## src/rtl/serial_mult_ctrl_if.sv

```systemverilog
// Handshake bundle between a multiply requester and the serial multiplier.
// Latency: none, wires only.
// Backpressure: requester watches busy; start is ignored while busy is high.
interface serial_mult_ctrl_if #(
  parameter int N = 8
);
  logic           start;
  logic [N-1:0]   a;
  logic [N-1:0]   b;
  logic           busy;
  logic           done;
  logic [2*N-1:0] product;

  // Requester side: issues operands, observes status and result.
  modport master (
    output start, a, b,
    input  busy, done, product
  );

  // Multiplier side: consumes operands, reports status and result.
  modport slave (
    input  start, a, b,
    output busy, done, product
  );
endinterface

```

## src/rtl/serial_mult_ctrl.sv

```systemverilog
// Unsigned shift-add serial multiplier: one N-bit lookahead adder stepped once per clock.
// Latency: start accepted at edge k, done pulses in the cycle after edge k+N, IDLE after k+N+1.
// Backpressure: busy is high in RUN and DONE; start is dropped (not queued) while busy.

// Combinational N-bit adder with flattened carry lookahead.
module cla_adder #(
  parameter int N = 8
) (
  input  logic [N-1:0] in1,
  input  logic [N-1:0] in2,
  input  logic         cin,
  output logic [N-1:0] sum,
  output logic         cout
);
  logic [N-1:0] gen;
  logic [N-1:0] prop;
  logic [N:0]   carry;

  assign gen  = in1 & in2;
  assign prop = in1 ^ in2;

  // Each carry is built from generate/propagate terms of all lower bits.
  always_comb begin
    logic term;
    carry    = '0;
    carry[0] = cin;
    for (int i = 0; i < N; i++) begin
      term = cin;
      for (int j = 0; j <= i; j++) begin
        term = gen[j] | (prop[j] & term);
      end
      carry[i+1] = term;
    end
  end

  assign sum  = prop ^ carry[N-1:0];
  assign cout = carry[N];
endmodule

module serial_mult_ctrl #(
  parameter int N = 8
) (
  input  logic                 clk,
  input  logic                 rst,
  serial_mult_ctrl_if.slave    bus
);
  localparam int             CW   = $clog2(N);
  localparam logic [CW-1:0]  LAST = CW'(N - 1);

  typedef enum logic [1:0] {
    IDLE = 2'd0,
    RUN  = 2'd1,
    DONE = 2'd2
  } state_t;

  state_t        state;
  state_t        next_state;
  logic          load;
  logic          step;
  logic          busy;
  logic          done;

  logic [N-1:0]  mcand;
  logic [N-1:0]  acc;
  logic [N-1:0]  mq;
  logic [CW-1:0] cnt;

  logic [N-1:0]  addend;
  logic [N-1:0]  sum;
  logic          cout;

  // The low multiplier bit selects whether this step adds the multiplicand.
  assign addend = mq[0] ? mcand : '0;

  cla_adder #(.N(N)) u_adder (
    .in1  (acc),
    .in2  (addend),
    .cin  (1'b0),
    .sum  (sum),
    .cout (cout)
  );

  // State register.
  always_ff @(posedge clk or posedge rst) begin
    if (rst) begin
      state <= IDLE;
    end else begin
      state <= next_state;
    end
  end

  // Next-state decode and status outputs.
  always_comb begin
    next_state = state;
    load       = 1'b0;
    step       = 1'b0;
    busy       = 1'b0;
    done       = 1'b0;
    case (state)
      IDLE: begin
        if (bus.start) begin
          load       = 1'b1;
          next_state = RUN;
        end
      end
      RUN: begin
        busy = 1'b1;
        step = 1'b1;
        if (cnt == LAST) begin
          next_state = DONE;
        end
      end
      DONE: begin
        busy       = 1'b1;
        done       = 1'b1;
        next_state = IDLE;
      end
      default: begin
        next_state = IDLE;
      end
    endcase
  end

  // Operand capture and one add-shift step per RUN cycle; cout lands in acc's top bit.
  always_ff @(posedge clk or posedge rst) begin
    if (rst) begin
      mcand <= '0;
      acc   <= '0;
      mq    <= '0;
      cnt   <= '0;
    end else if (load) begin
      mcand <= bus.a;
      mq    <= bus.b;
      acc   <= '0;
      cnt   <= '0;
    end else if (step) begin
      {acc, mq} <= {cout, sum, mq[N-1:1]};
      cnt       <= (cnt == LAST) ? '0 : cnt + CW'(1);
    end
  end

  assign bus.busy    = busy;
  assign bus.done    = done;
  assign bus.product = {acc, mq};
endmodule

```

## src/flat_wrapper.sv

```systemverilog
// flat-port wrapper written by rule: the top's interface ports become plain ports
module serial_mult_ctrl_flat 
#(
  parameter int N = 8
)
  (clk, rst, bus_start, bus_a, bus_b, bus_busy, bus_done, bus_product);
  serial_mult_ctrl_if #(.N(N)) bus_i ();
  input  logic clk;
  input  logic rst;
  input wire logic [$bits(bus_i.start)-1:0] bus_start;
  input wire logic [$bits(bus_i.a)-1:0] bus_a;
  input wire logic [$bits(bus_i.b)-1:0] bus_b;
  output wire logic [$bits(bus_i.busy)-1:0] bus_busy;
  output wire logic [$bits(bus_i.done)-1:0] bus_done;
  output wire logic [$bits(bus_i.product)-1:0] bus_product;
  assign bus_i.start = bus_start;
  assign bus_i.a = bus_a;
  assign bus_i.b = bus_b;
  assign bus_busy = bus_i.busy;
  assign bus_done = bus_i.done;
  assign bus_product = bus_i.product;
  serial_mult_ctrl #(.N(N)) u_core (.clk(clk), .rst(rst), .bus(bus_i));
endmodule
```

## config.mk

```make
export PLATFORM = sky130hd
export DESIGN_NAME = serial_mult_ctrl_flat
export DESIGN_NICKNAME = d
export VERILOG_FILES = /design/src/rtl/serial_mult_ctrl_if.sv /design/src/rtl/serial_mult_ctrl.sv /design/src/flat_wrapper.sv
export SDC_FILE = /design/constraint.sdc
export NUM_CORES = 1
export LEC_CHECK = 0
export ABC_AREA = 0
export CAP_MARGIN = 20
export CORE_MARGIN = 2
export CORE_UTILIZATION = 35
export DETAILED_ROUTE_END_ITERATION = 10
export SETUP_SLACK_MARGIN = 0.05
export SYNTH_ARGS = -nofsm -noshare
export SYNTH_HDL_FRONTEND = slang
export SYNTH_HIERARCHICAL = 1
export SYNTH_SLANG_ARGS = --single-unit
```

## constraint.sdc

```tcl
create_clock -name clk -period 11.7 [get_ports clk]
set_clock_uncertainty 0.15 [all_clocks]
set_input_delay 2.34 -clock clk [delete_from_list [all_inputs] [get_ports clk]]
set_output_delay 2.34 -clock clk [all_outputs]
set_load 0.01 [all_outputs]
```

==> results_dict.tcl <==
set metrics [dict create \
    grt_start_max_net_pins 36 \
    clock_insertion_delay_worst_skew_ns 0.28 \
    global_route_wire_length_before_repair_mm 5.62 \
    final_standard_cell_count_with_taps_included_and_fillers_excluded 244 \
    critical_path.endpoint_type "flip-flop" \
    drt_pass1_iterations 4 \
    cts_clk_pin_slew_worst_paths_ns 0.06 \
    holdBufCountCts 0 \
    grt_overflow_total 0 \
    cap_viol_max_count 0 \
    p_per_area_nw_per_um2 239 \
    slew_headroom_pct 60.5 \
    yosysTopAreaCell "dfrtp_1" \
    std_cell_rows 25 \
    maximum_count_of_clock_buffers_along_a_single_path 2 \
    final-setup-viol-count 0 \
    chipHeight_um 72.9 \
    via_count 1135 \
    drive_above_1_share_pct 10.5 \
    setup_total_negative_slack_ns 0 \
    synth.yosys.warnings 6 \
    ys_seq_elements 29 \
    fillers 435 \
    global_route.usage.total_pct 14.0 \
    antenna-diode-count 0 \
    critPathSlowestCell "dfrtp_1" \
    period_minus_slack_ns 4.16 \
    crit_arrival_ns 4.22 \
    clock_buffer_count_from_cts 5 \
    worstSetupStartpoint "u_core/mq[0]$_DFFE_PP0P_" \
    cpPeakStageDelay_ns 0.47 \
    synth_sequential_area_ratio_pct 43.7 \
    run_status "finished, final reports clean" \
    cts.repair.resized 0 \
    synthesis.area_um2 1660 \
    tritoncts "done" \
    vdd_ir_drop_max_uv 98.6 \
    worstReg2RegStart "u_core/mq[0]$_DFFE_PP0P_" \
    final_routed_wirelength_mm 3.31 \
    synth.top_cells.by_area "dfrtp_1 44%, mux2i_1 11%, fa_1 9.6%, nand2_1 7.5%, ha_1 5.3%" \
    core_area_um2 4660 \
    setup.worst_path.start_class "flip-flop" \
    pin_count 37 \
    drtAntennaViolNets 0 \
    port_buffers 36 \
    holdWs_ns 0.323 \
    register_area_um2 726 \
    worstRegToRegCells 15 \
    synth.top_cell.area_share_pct 43.7 \
    cts.htree.levels 2 \
    effective_utilization_at_floorplan_pct 35.6 \
    final_layout_net_count 223 \
    route.detailed.vias_per_inst 4.65 \
    vias_in_the_first_global_route 1231 \
    worst-setup-path-type "reg2reg" \
    cp_cell_sequence "and2_1 > inv_1 > fa_1 > inv_1 > fa_1 > fa_1 > fa_1 > fa_1 > fa_1 > fa_1 > inv_1 > fa_1 > inv_1 > mux2i_1 > nor2_1" \
    most_common_library_cell_in_the_layout_ignoring_fill_and_taps "clkdlybuf4s50_1" \
    drc_errors 0 \
    critical_path_required_ns 11.76 \
    numPlacedInstances 235 \
    place_hpwl_mm 2.41 \
    final_hold_viol_count 0 \
    grt_setup_unrepaired "false" \
    syn-instance-count 150 \
    power_leakage_uw 0.00101 \
    design.die.area_um2 5310 \
    synth_nets 184 \
    gp_congestion 0.798 \
    report.power.total_uw 505 \
    rrSetupSlack_ns 7.54 \
    critical_path.most_common_cell "fa_1" \
    multiInputGateArea_um2 781 \
    netlist-cell-type-count 17 \
    average_size_of_a_mapped_cell_um2 11.1 \
    drt_iter0_drc 59 \
    root_buffer "clkbuf_8" \
    fp.dieW_um 72.9 \
    clock_sink_count 29 \
    worstReg2RegEnd "u_core/acc[6]$_DFFE_PP0P_" \
    post_dp_cell_area_um2 2020 \
    layout.cells.most_common_list "36 x clkdlybuf4s50_1, 33 x nand2_1, 29 x dfrtp_1" \
    detail_route.wl_per_cell_um 13.5 \
    worstSetupEndpoint "u_core/acc[6]$_DFFE_PP0P_" \
    holdCritPathClass "reg2reg" \
    number_of_antenna_violations_at_the_first_check_in_global_routing 0 \
    slew_violations 0 \
    max_slew.worst_pin.slew_ns 0.592 \
    final_design_area_no_fill_um2 2110 \
    area.growth.synth_to_final_pct 27.3 \
    post-route-period-util_pct 35.6 \
    postCtsSetupBuffers 0 \
    highest_fanout_seen_on_the_critical_path 10 \
    fmaxAchievable_mhz 240 \
]
synthesized netlist by cell type:
cell type  number
buf_6           2
o21ai_2         8
mux2_2          2
buf_8           1
dfrtp_1        29
fa_1            8
nand2_1        33
a21oi_2         1
nor2b_4         1
mux2i_1        19
inv_1          15
buf_12          3
conb_1          1
nor2_1         11
and2_1          8
ha_1            7
and2_4          1
worst min-delay path by stage:
stage,start,to,slack (ns),cells past startpoint
after floorplan,u_core/mcand[0]$_DFFE_PP0P_,u_core/mcand[0]$_DFFE_PP0P_,0.29,2
after global placement,u_core/mcand[5]$_DFFE_PP0P_,u_core/mcand[5]$_DFFE_PP0P_,0.31,2
after detailed placement,u_core/mcand[5]$_DFFE_PP0P_,u_core/mcand[5]$_DFFE_PP0P_,0.31,2
after CTS,u_core/mcand[5]$_DFFE_PP0P_,u_core/mcand[5]$_DFFE_PP0P_,0.33,2
after global routing,u_core/mcand[1]$_DFFE_PP0P_,u_core/mcand[1]$_DFFE_PP0P_,0.36,2
final,u_core/mcand[6]$_DFFE_PP0P_,u_core/mcand[6]$_DFFE_PP0P_,0.32,2
cell families after synthesis:
family,count (synthesis),share of synthesized area [%]
and+or+nand+nor,54,14.3
other,1,0.226
adders and majority gates,15,14.9
muxes,21,12.8
DFF,29,43.7
buffers and inverters,21,9.27
AOI/OAI and AO/OA,9,4.75
power by group:
group	switching, uW	internal (uW)	total (uW)
clock	35.8	42.1	77.9
sequential	33.3	142	175
combinational	122	130	252
per-stage QoR:
stage	utilization [%]	setup WS, ns
after global placement	42.7	7.62
after CTS	45.0	7.49
after detailed placement	43.3	7.50
after global routing	45.3	7.33
final	45.3	7.54
after floorplan	-	7.71
critical path: cells and delay by family, from the launching register on:
| family | cells | cell delay, ns |
|---|---|---|
| muxes | 1 | 0.06 |
| adders and majority gates | 8 | 2.87 |
| DFF | 1 | 0.47 |
| and+or+nand+nor | 2 | 0.29 |
| buffers and inverters | 4 | 0.25 |
area by class of cell:
type,instances,share of cell area (%)
clock buffer,8,3.79
multi-input combinational,100,36.9
timing repair buffer,38,19.1
inverter,15,2.66
sequential,29,34.3
tap,54,3.20
per-layer routing:
metal | vias to the layer above | share of wire [%] | global-route usage, %
li1 | 545 | - | -
met1 | 550 | 44 | 17.5
met2 | 35 | 50 | 22.6
met3 | 5 | 4.8 | 3.73
met4 | 0 | 1.5 | 6.17
met5 | - | 0 | 0
flip-flops by register name (all words and copies together), names as in the netlist:
name          count
u_core/mcand      8
u_core/state      2
u_core/cnt        3
u_core/acc        8
u_core/mq         8
(Power assumes the default switching activity.)
